==> src/rtl/pc_exec_control.sv <==
// Execution controller: gates PC advance and pipeline-register enables (run / step / pause / breakpoint / halt).
// Latency: commands and stop conditions take effect at the sampling rising edge; i_hazard_stall reaches o_pc_hold combinationally.
// Backpressure: i_hazard_stall only holds the PC; o_pipe_enable follows the registered state alone.
module pc_exec_control #(
    parameter int LEN     = 32,
    parameter int CNT_LEN = 16
) (
    input  logic               i_clk,
    input  logic               i_rst,
    input  logic               i_cmd_run,
    input  logic               i_cmd_step,
    input  logic               i_cmd_halt,
    input  logic [CNT_LEN-1:0] i_step_num,
    input  logic               i_hazard_stall,
    input  logic               i_halt_instr,
    input  logic [LEN-1:0]     i_pc,
    input  logic [LEN-1:0]     i_bp_addr,
    input  logic               i_bp_en,
    output logic               o_pc_hold,
    output logic               o_pipe_enable,
    output logic               o_running,
    output logic               o_halted,
    output logic               o_done,
    output logic [CNT_LEN-1:0] o_steps_left,
    output logic [31:0]        o_cycle_count
);

    typedef enum logic [2:0] {
        S_IDLE,
        S_RUN,
        S_STEP,
        S_PAUSE,
        S_HALTED
    } state_t;

    localparam logic [CNT_LEN-1:0] STEP_ONE = CNT_LEN'(1);

    state_t             state;
    state_t             state_nxt;
    logic [CNT_LEN-1:0] steps_left;
    logic [CNT_LEN-1:0] steps_left_nxt;
    logic               skip;
    logic               skip_nxt;
    logic               done;
    logic               done_nxt;
    logic [31:0]        cycle_count;

    logic pc_at_bp;
    logic bp_hit;
    logic step_go;
    logic pipe_enable;

    assign pc_at_bp    = (i_pc == i_bp_addr);
    // The skip flag masks the breakpoint for the first cycle after resuming from a pause.
    assign bp_hit      = i_bp_en && pc_at_bp && !skip;
    // A zero-length step request is treated as no step request at all.
    assign step_go     = i_cmd_step && (i_step_num != '0);
    assign pipe_enable = (state == S_RUN) || (state == S_STEP);

    // Next-state, step-budget and breakpoint-skip decisions.
    always_comb begin
        state_nxt      = state;
        steps_left_nxt = steps_left;
        skip_nxt       = skip;
        if (!pc_at_bp) begin
            skip_nxt = 1'b0;
        end
        case (state)
            S_IDLE, S_PAUSE: begin
                // Halt outranks step and run, and has nothing to stop here.
                if (!i_cmd_halt) begin
                    if (step_go) begin
                        state_nxt      = S_STEP;
                        steps_left_nxt = i_step_num;
                    end else if (i_cmd_run) begin
                        state_nxt = S_RUN;
                    end
                end
                if (state == S_PAUSE && state_nxt != S_PAUSE) begin
                    skip_nxt = 1'b1;
                end
            end
            S_RUN: begin
                skip_nxt = 1'b0;
                if (i_halt_instr) begin
                    state_nxt = S_HALTED;
                end else if (i_cmd_halt || bp_hit) begin
                    state_nxt = S_PAUSE;
                end
            end
            S_STEP: begin
                skip_nxt = 1'b0;
                if (i_halt_instr) begin
                    state_nxt      = S_HALTED;
                    steps_left_nxt = '0;
                end else if (i_cmd_halt || bp_hit || steps_left == STEP_ONE) begin
                    state_nxt      = S_PAUSE;
                    steps_left_nxt = '0;
                end else begin
                    steps_left_nxt = steps_left - STEP_ONE;
                end
            end
            S_HALTED: begin
                state_nxt = S_HALTED;
            end
            default: begin
                state_nxt      = S_IDLE;
                steps_left_nxt = '0;
                skip_nxt       = 1'b0;
            end
        endcase
        done_nxt = (state_nxt == S_HALTED) && (state != S_HALTED);
    end

    // State, step budget, skip flag, done pulse and saturating enabled-cycle counter.
    always_ff @(posedge i_clk) begin
        if (i_rst) begin
            state       <= S_IDLE;
            steps_left  <= '0;
            skip        <= 1'b0;
            done        <= 1'b0;
            cycle_count <= '0;
        end else begin
            state      <= state_nxt;
            steps_left <= steps_left_nxt;
            skip       <= skip_nxt;
            done       <= done_nxt;
            if (pipe_enable && cycle_count != 32'hFFFF_FFFF) begin
                cycle_count <= cycle_count + 32'd1;
            end
        end
    end

    assign o_pipe_enable = pipe_enable;
    assign o_pc_hold     = !pipe_enable || i_hazard_stall;
    assign o_running     = pipe_enable;
    assign o_halted      = (state == S_HALTED);
    assign o_done        = done;
    assign o_steps_left  = steps_left;
    assign o_cycle_count = cycle_count;

endmodule

==> config.mk <==
export PLATFORM = sky130hd
export DESIGN_NAME = pc_exec_control
export DESIGN_NICKNAME = d
export VERILOG_FILES = /design/src/rtl/pc_exec_control.sv
export SDC_FILE = /design/constraint.sdc
export NUM_CORES = 1
export LEC_CHECK = 0
export CORE_MARGIN = 2
export CORE_UTILIZATION = 47
export CTS_CLUSTER_DIAMETER = 100
export DETAILED_ROUTE_END_ITERATION = 8
export GPL_ROUTABILITY_DRIVEN = 0
export GPL_TIMING_DRIVEN = 1
export PLACE_DENSITY_LB_ADDON = 0.1
export SYNTH_ARGS = -nofsm -noshare
export SYNTH_HDL_FRONTEND = slang
export SYNTH_SLANG_ARGS = --single-unit
==> constraint.sdc <==
create_clock -name i_clk -period 4.25 [get_ports i_clk]
set_input_delay 0.6375 -clock i_clk [delete_from_list [all_inputs] [get_ports i_clk]]
set_output_delay 0.6375 -clock i_clk [all_outputs]
set_load 0.01 [all_outputs]
==> flow_metrics.py, run 1 <==
metrics = {
    "synthesis": {
        "postSynthCellCount": 433,
        "synth_nets": 524,
        "synth.yosys.seq_area_share_pct": 30.7,
        "ys_seq_elements": 53,
        "yosys_top_cell_area_share_pct": 30.7,
        "postSynthAreaPerCell_um2": 7.98,
        "postSynth.topFlopCell": "dfxtp_1",
        "dominant_cells_by_area_after_synthesis": "dfxtp_1 (31%), xnor2_1 (13%), nor2_1 (6.3%)",
        "ys_top_cells_by_count": "nor2_1 (58), dfxtp_1 (53), xnor2_1 (53)",
        "post_synth_instance_area_um2": 3460,
        "async_flop_share_pct": 0,
        "synth_cell_type_count": 56,
        "yosys.area.top_type": "dfxtp_1",
        "yosys_warnings": 0,
        "post-synth-top-count-cell": "nor2_1",
        "synth-edff-count": 0,
    },
    "clock_tree": {
        "ctsRootBufferMaster": "clkbuf_8",
        "clock_network_latency_to_the_later_pin_of_the_worst_skew_pair_ps": 310,
        "cts_inserted_buffers": 5,
        "postCtsSetupRepairBufs": 0,
        "count_of_hold_buffers_inserted_by_post_cts_repair": 0,
        "clock_tree.htree_level_count": 2,
        "cts.sink_count": 53,
        "clock_path_buffers": 2,
        "clk_transition_reported_paths_ps": 100,
        "tritoncts": "yes",
        "post_cts.resized_instances": 0,
    },
    "power_and_ir_drop": {
        "vdd.ir_drop.worst_mv": 0.174,
        "power-per-cell-area_nw_per_um2": 265,
        "total_leakage_power_nw": 1.64,
        "power_w": 0.00131,
    },
    "place": {
        "count_of_buffers_from_port_buffering": 140,
        "place.detailed.hpwl_um": 7890,
    },
    "worst_setup_path": {
        "critPathSlowestCell": "or4_1",
        "category_of_the_most_critical_setup_path": "input pin to flop",
        "timing.critical_path.fanout_max": 11,
        "crit_path_cell_trace": "clkdlybuf4s50_1 > or4_1 > o41ai_4 > or3_1 > and2_1 > a31oi_1 > o32ai_1",
        "critical-path-top-delay-family": "simple AND/OR/NAND/NOR gates",
        "timing.critical_path.arrival_ps": 3260,
        "critical-path-max-stage-delay_ps": 590,
        "cp.buffers_inverters": 1,
        "crit_path_end_kind": "flop",
        "timing.critical_path.from_type": "input pin",
        "worst_ep_required_time_ps": 4470,
    },
    "timing": {
        "timing.final.max_slew_violations": 0,
        "clock.fmax_mhz": 328,
        "unrepaired_setup_endpoints_after_global_routing": "no",
        "finalSetupViolCount": 0,
        "tightestPinTransition_ps": 773,
        "fin_crit_ps": 3050,
        "hold_viol_final": 0,
        "post-route-period-util_pct": 71.7,
        "timing.hold.ws_ps": 536,
        "finClkSkew_ps": 10.2,
        "setup_total_negative_slack_ps": 0,
        "timing.max_slew.rel_slack_pct": 48.4,
    },
    "detailed_routing": {
        "routed_wire_length_per_instance_um": 15.4,
        "totalWireLength_um": 10100,
        "drt_drc_violations_left": 0,
        "dr_total_vias": 3737,
        "drt.antenna.violating_nets": 0,
        "dr.pass1.iters": 5,
        "uppermost_routed_layer": "met4",
        "vias_per_cell": 5.67,
        "wl_met2_um": 5030,
        "detail_route.iter0.violations": 244,
        "route.met3.wl_um": 668,
        "met1_length_um": 4260,
    },
    "finish": {
        "diodes": 0,
        "num-fill-cells": 599,
        "num-nets-final": 650,
        "areaGrowthSynthToFinish_pct": 43.6,
        "final_layout_size_suffix_gt1_share_pct": 6.07,
        "fin_util_pct": 69.1,
    },
    "floorplanning": {
        "chipHeight_um": 89.8,
        "initial_utilization_pct": 48.2,
        "rows": 31,
        "core_outline_area_um2": 7180,
        "die_area_um2": 8060,
        "num_io_pins": 141,
        "die_width_um": 89.8,
    },
    "grt": {
        "antenna_found_initial": 0,
        "grt.total_usage_pct": 24.8,
        "grt_pass1_vias": 3553,
        "grt_start_max_net_pins": 37,
        "first_pass_grt_wire_length_um": 16800,
        "congestion_overflow_gr": 0,
    },
    "min_path": {
        "worst_hold_path_type": "flop to flop",
    },
    "run": {
        "maxCapViolCount": 0,
    },
    "run_status": {
        "outcome": "completed",
    },
}
## cell usage in the layout, fill, tap and decap left out, types with 4 or more instances in the layout
| cell type | synthesis | layout |
|---|---|---|
| or3_1 | 6 | 6 |
| o21a_2 | 6 | 6 |
| nor4_2 | 6 | 6 |
| and4_1 | 4 | 4 |
| clkdlybuf4s50_1 | 0 | 139 |
| xnor2_1 | 53 | 53 |
| o21ai_0 | 10 | 10 |
| inv_1 | 13 | 13 |
| a31oi_1 | 5 | 5 |
| nor3_1 | 35 | 35 |
| dfxtp_1 | 53 | 53 |
| or4_1 | 5 | 5 |
| xor2_1 | 9 | 9 |
| a211oi_1 | 8 | 8 |
| nand2_1 | 20 | 20 |
| nor2_1 | 58 | 58 |
| nand2b_1 | 4 | 4 |
| nor4b_1 | 5 | 5 |
| a21oi_1 | 20 | 20 |
| nand3_1 | 20 | 20 |
| clkbuf_8 | 0 | 5 |
| nand4_1 | 15 | 15 |
| and3_1 | 7 | 7 |
## area by class of cell
cell class                      instances  area [µm²]  share of cell area (%)
Multi-Input combinational cell        343        2220                    44.8
Timing Repair Buffer                  143        1420                    28.6
Sequential cell                        53        1060                    21.4
Tap cell                               99         124                    2.50
Clock buffer                            6        72.6                    1.46
Inverter                               13        48.8                   0.984
Clock inverter                          2        13.8                   0.277
## path summary, 6_finish.rpt
kind                                               startpoint                       endpoint  slack [ps]  cells past startpoint
worst max register to register            state[1]$_SDFF_PP0_  o_steps_left[11]$_SDFFE_PP0P_        1680                      4
worst min-delay path            o_steps_left[11]$_SDFFE_PP0P_  o_steps_left[11]$_SDFFE_PP0P_         540                      2
worst max-delay path                            i_step_num[7]  o_steps_left[11]$_SDFFE_PP0P_        1200                      7
worst min register to register  o_steps_left[11]$_SDFFE_PP0P_  o_steps_left[11]$_SDFFE_PP0P_         540                      2
## routing by layer
metal / track usage [%] / vias to the layer above
met5: 0 / -
met4: 7.44 / 0
met3: 4.11 / 20
met2: 43.9 / 175
met1: 30.9 / 1739
li1: - / 1803
## worst reg2reg max path: stages (launching register included)
cell     delay (ps)
dfxtp_1         700
or4b_2          700
nor2b_1         640
a31oi_1         180
o32ai_1         260
## cells by family after synthesis
group           synth area share, %
buf+inv                        5.00
flops                          30.7
compound gates                 16.0
xor+xnor                       15.7
simple gates                   30.9
mux                           0.579
fa+ha+maj                      1.09
## state kept, by name, indices dropped and copies added (netlist names)
register and count:
o_cycle_count 32, o_steps_left 16, state 3, o_done 1
skip 1
## report_power, final
part / internal (W) / leakage (nW) / total [W] / switching [W]
Sequential: 0.000524 / 0.430 / 0.000569 / 0.0000449
Combinational: 0.000232 / 1.17 / 0.000451 / 0.000219
Clock: 0.000118 / 0.0456 / 0.000292 / 0.000174
Total: 0.000874 / 1.64 / 0.00131 / 0.000438
## stage by stage
stage | cells | instance area (µm²) | setup slack, ps
global route | 659 | 4960 | 1050
CTS | 659 | 4960 | 1240
floorplan | 433 | 3460 | 1780
detailed placement | 651 | 4870 | 916
global placement | 651 | 4870 | 993
finish | 659 | 4960 | 1200
Power figures use the tool's default switching activity.
==> inputs of run 2 (changes only) <==
Settings changed: CORE_UTILIZATION 47 to 44.
Clock period 4.25 ns to 2.9 ns, I/O delays scaled along.
==> flow_metrics.py, run 2 (synthesis results as in run 1) <==
metrics = {
    "clock_tree": {
        "tritoncts": "yes",
        "post_cts.resized_instances": 0,
        "ctsRootBufferMaster": "clkbuf_8",
        "cts_inserted_buffers": 5,
        "clock_network_latency_to_the_later_pin_of_the_worst_skew_pair_ps": 320,
        "clk_transition_reported_paths_ps": 100,
        "postCtsSetupRepairBufs": 0,
        "clock_path_buffers": 2,
        "cts.sink_count": 53,
        "clock_tree.htree_level_count": 2,
        "count_of_hold_buffers_inserted_by_post_cts_repair": 0,
    },
    "worst_setup_path": {
        "cp.buffers_inverters": 1,
        "crit_path_cell_trace": "xnor2_1 > nor2_1 > clkdlybuf4s50_1",
        "category_of_the_most_critical_setup_path": "flop to output pin",
        "timing.critical_path.arrival_ps": 2200,
        "crit-reg2reg-launch": "o_steps_left[8]$_SDFFE_PP0P_",
        "critical-path-max-stage-delay_ps": 710,
        "critical-path-top-delay-family": "flip-flops",
        "timing.critical_path.from_type": "flop",
        "timing.critical_path.fanout_max": 19,
        "critical_path.startpoint": "state[1]$_SDFF_PP0_",
        "critPathSlowestCell": "dfxtp_1",
        "crit_path_end_kind": "output pin",
        "worst_ep_required_time_ps": 2470,
    },
    "detailed_routing": {
        "dr.pass1.iters": 4,
        "drt_drc_violations_left": 0,
        "routed_wire_length_per_instance_um": 15.2,
        "drt.antenna.violating_nets": 0,
        "vias_per_cell": 5.55,
        "dr_total_vias": 3702,
        "detail_route.iter0.violations": 201,
        "totalWireLength_um": 10200,
    },
    "place": {
        "place.detailed.hpwl_um": 7900,
        "count_of_buffers_from_port_buffering": 140,
        "placed_cell_area_um2": 4920,
    },
    "timing": {
        "post-route-period-util_pct": 90.9,
        "finClkSkew_ps": 8.41,
        "tightestPinTransition_ps": 700,
        "timing.max_slew.rel_slack_pct": 53.3,
        "timing.final.max_slew_violations": 0,
        "fin_crit_ps": 2640,
        "finalSetupViolCount": 0,
        "hold_viol_final": 0,
        "setup_total_negative_slack_ps": 0,
        "timing.hold.ws_ps": 515,
        "clock.fmax_mhz": 379,
        "unrepaired_setup_endpoints_after_global_routing": "no",
    },
    "min_path": {
        "timing.hold.worst.start": "o_steps_left[11]$_SDFFE_PP0P_",
        "worst_hold_path_type": "flop to flop",
    },
    "grt": {
        "antenna_found_initial": 0,
        "congestion_overflow_gr": 0,
        "grt_pass1_vias": 3597,
        "grt.total_usage_pct": 23.9,
        "first_pass_grt_wire_length_um": 16600,
        "grt_start_max_net_pins": 37,
    },
    "floorplanning": {
        "core_outline_area_um2": 7690,
        "die_area_um2": 8580,
        "num_io_pins": 141,
        "initial_utilization_pct": 45.0,
        "die_width_um": 92.6,
        "chipHeight_um": 92.6,
        "rows": 32,
    },
    "finish": {
        "register_area_um2": 1060,
        "diodes": 0,
        "num-fill-cells": 704,
        "commonest_non_fill_non_tap_cell_in_the_layout": "clkdlybuf4s50_1",
        "areaGrowthSynthToFinish_pct": 44.8,
        "num-nets-final": 655,
        "largest_register_ff_count": 32,
        "final_cell_mix": "clkdlybuf4s50_1 (139), nor2_1 (58), xnor2_1 (53), dfxtp_1 (53), nor3_1 (35)",
        "area_of_combinational_cells_with_multiple_inputs_um2": 2220,
        "stdcell_area_um2": 5000,
        "final_layout_size_suffix_gt1_share_pct": 6.90,
    },
    "power_and_ir_drop": {
        "vdd.ir_drop.worst_mv": 0.222,
        "power-per-cell-area_nw_per_um2": 386,
        "power_w": 0.00193,
        "total_leakage_power_nw": 1.67,
    },
    "run_status": {
        "outcome": "completed",
    },
    "run": {
        "maxCapViolCount": 0,
    },
}
## run 2: changes by cell type in the layout (fill, tap and decap cells not counted)
cell | before | now
buf_4 | 3 | 8
## run 2: power by group
group	switching, W	internal [W]
logic	0.000321	0.000343
registers	0.0000646	0.000768
clock network	0.000263	0.000173
## run 2: worst register-to-register path, cell delays in order (launching register included)
cell and delay [ps]:
dfxtp_1 380, or4_1 600, or2_1 320, o21ba_1 220
nor2b_1 160, buf_4 170, a32oi_1 230, o32ai_1 120
## run 2: worst paths after layout
kind                            slack [ps]                       endpoint  depth (start not counted)
worst max-delay path                   260                  o_pipe_enable                          3
worst min-delay path                   510  o_steps_left[11]$_SDFFE_PP0P_                          2
worst max register to register         580   o_steps_left[2]$_SDFFE_PP0P_                          7
worst min register to register         510  o_steps_left[11]$_SDFFE_PP0P_                          2
## run 2: cell type report
cell class | instances | area share, %
well taps | 102 | 2.55
multi-input cells | 343 | 44.4
clock buffers | 6 | 1.45
clock inverters | 2 | 0.275
repair buffers | 148 | 29.1
flip-flops and latches | 53 | 21.2
inverters | 13 | 0.975
## run 2: layer usage
metal / part of all wire (%) / GRT usage, % / vias up
li1: - / - / 1816
met1: 42 / 29.0 / 1714
met2: 49 / 41.5 / 152
met3: 7.6 / 5.29 / 20
met4: 2.1 / 8.70 / 0
met5: 0 / 0 / -
## run 2: stage by stage
| step | worst slack, ps | util [%] | std cells |
|---|---|---|---|
| 5_1_grt | 184 | 65.1 | 667 |
| 3_3_place_gp | 251 | 63.9 | 659 |
| 3_5_place_dp | 228 | 63.9 | 659 |
| 4_1_cts | 268 | 65.1 | 667 |
| 2_1_floorplan | 628 | - | 433 |
| 6_report | 264 | 65.1 | 667 |
==> inputs of run 3 (changes only) <==
Settings changed: CAP_MARGIN set to 30, CORE_ASPECT_RATIO set to 0.7.
==> flow_metrics.py, run 3 (synthesis results as in run 1) <==
metrics = {
    "run_status": {
        "outcome": "completed",
    },
    "worst_setup_path": {
        "crit_path_end_kind": "output pin",
        "category_of_the_most_critical_setup_path": "flop to output pin",
        "timing.critical_path.fanout_max": 14,
        "worst_ep_required_time_ps": 2470,
        "timing.critical_path.from_type": "flop",
        "timing.critical_path.arrival_ps": 2030,
    },
    "timing": {
        "setup_total_negative_slack_ps": 0,
        "hold_viol_final": 0,
        "tightestPinTransition_ps": 610,
        "timing.max_slew.rel_slack_pct": 58.8,
        "post-route-period-util_pct": 84.8,
        "unrepaired_setup_endpoints_after_global_routing": "no",
        "timing.hold.ws_ps": 523,
        "timing.final.max_slew_violations": 0,
        "finClkSkew_ps": 13.8,
        "fin_crit_ps": 2460,
        "worst_slack_ps": 440,
        "clock.fmax_mhz": 406,
        "finalSetupViolCount": 0,
    },
    "detailed_routing": {
        "routed_wire_length_per_instance_um": 16.0,
        "dr.pass1.iters": 5,
        "dr_total_vias": 3705,
        "drt_drc_violations_left": 0,
        "totalWireLength_um": 10600,
        "detail_route.iter0.violations": 255,
        "drt.antenna.violating_nets": 0,
        "vias_per_cell": 5.59,
    },
    "clock_tree": {
        "post_cts.resized_instances": 0,
        "clk_transition_reported_paths_ps": 110,
        "clock_network_latency_to_the_later_pin_of_the_worst_skew_pair_ps": 320,
        "count_of_hold_buffers_inserted_by_post_cts_repair": 0,
        "tritoncts": "yes",
        "cts_inserted_buffers": 5,
        "postCtsSetupRepairBufs": 0,
        "clock_tree.htree_level_count": 2,
        "ctsRootBufferMaster": "clkbuf_8",
        "clock_path_buffers": 2,
        "cts.sink_count": 53,
    },
    "finish": {
        "areaGrowthSynthToFinish_pct": 44.9,
        "largest_register_ff_count": 32,
        "final_cell_mix": "clkdlybuf4s50_1 (139), nor2_1 (58), xnor2_1 (53), dfxtp_1 (53), nor3_1 (35)",
        "num-nets-final": 655,
        "finalNonFillerCells": 663,
        "diodes": 0,
        "commonest_non_fill_non_tap_cell_in_the_layout": "clkdlybuf4s50_1",
        "final_layout_size_suffix_gt1_share_pct": 7.08,
        "num-fill-cells": 652,
    },
    "floorplanning": {
        "core_outline_area_um2": 7450,
        "num_io_pins": 141,
        "chipHeight_um": 78.2,
        "die_width_um": 110,
        "initial_utilization_pct": 46.4,
        "die_area_um2": 8590,
        "rows": 26,
    },
    "power_and_ir_drop": {
        "power-per-cell-area_nw_per_um2": 392,
        "total_leakage_power_nw": 1.66,
        "vdd.ir_drop.worst_mv": 0.235,
        "power_w": 0.00196,
    },
    "grt": {
        "global_route_met3_usage_pct": 5.56,
        "congestion_overflow_gr": 0,
        "antenna_found_initial": 0,
        "grt-busiest-layer": "met2",
        "first_pass_grt_wire_length_um": 17400,
        "grt.total_usage_pct": 25.2,
        "grt_start_max_net_pins": 30,
        "groute.layer.met1.usage_pct": 33.2,
        "grt_pass1_vias": 3662,
        "grtUsageMet2_pct": 42.2,
    },
    "place": {
        "count_of_buffers_from_port_buffering": 140,
        "numPlacedInstances": 655,
        "dpl_worst_slack_ps": 146,
        "place.detailed.hpwl_um": 8330,
    },
    "run": {
        "maxCapViolCount": 0,
    },
    "min_path": {
        "worst_hold_path_type": "flop to flop",
    },
}
-- run 3: power breakdown --
group	total, W	leakage, nW	internal [W]	switching [W]
registers	0.000831	0.430	0.000768	0.0000627
logic	0.000673	1.19	0.000345	0.000328
clock network	0.000457	0.0423	0.000177	0.000281
total	0.00196	1.66	0.00129	0.000671
-- run 3: final cells by class --
class                      count  area [µm²]  share of cell area (%)
sequential                    53        1060                    21.2
clock inverter                 3        26.3                   0.525
tap                           98         123                    2.45
inverter                      13        48.8                   0.975
timing repair buffer         148        1460                    29.1
multi-input combinational    343        2220                    44.4
clock buffer                   5        68.8                    1.37
-- run 3: critical path: stages (launching register included) --
cell and delay [ps]:
dfxtp_1 640, xnor2_1 170, nor2_1 300, clkdlybuf4s50_1 620
-- run 3: metrics by stage --
step | utilization (%) | area, µm²
floorplan | - | 3460
global placement | 65.9 | 4910
detailed placement | 65.9 | 4910
CTS | 67.2 | 5010
global route | 67.2 | 5010
finish | 67.2 | 5010
-- run 3: final timing paths --
| path | startpoint | to | slack (ps) | cells past startpoint |
|---|---|---|---|---|
| worst max-delay path | state[0]$_SDFF_PP0_ | o_pipe_enable | 440 | 3 |
| worst min-delay path | o_steps_left[11]$_SDFFE_PP0P_ | o_steps_left[11]$_SDFFE_PP0P_ | 520 | 2 |
| worst max register to register | o_steps_left[8]$_SDFFE_PP0P_ | o_steps_left[9]$_SDFFE_PP0P_ | 580 | 6 |
| worst min register to register | o_steps_left[11]$_SDFFE_PP0P_ | o_steps_left[11]$_SDFFE_PP0P_ | 520 | 2 |
-- run 3: per-layer routing --
layer | wire, µm | vias up
li1 | - | 1817
met1 | 4710 | 1736
met4 | 104 | 0
met5 | 0 | -
met2 | 5060 | 144
met3 | 763 | 8
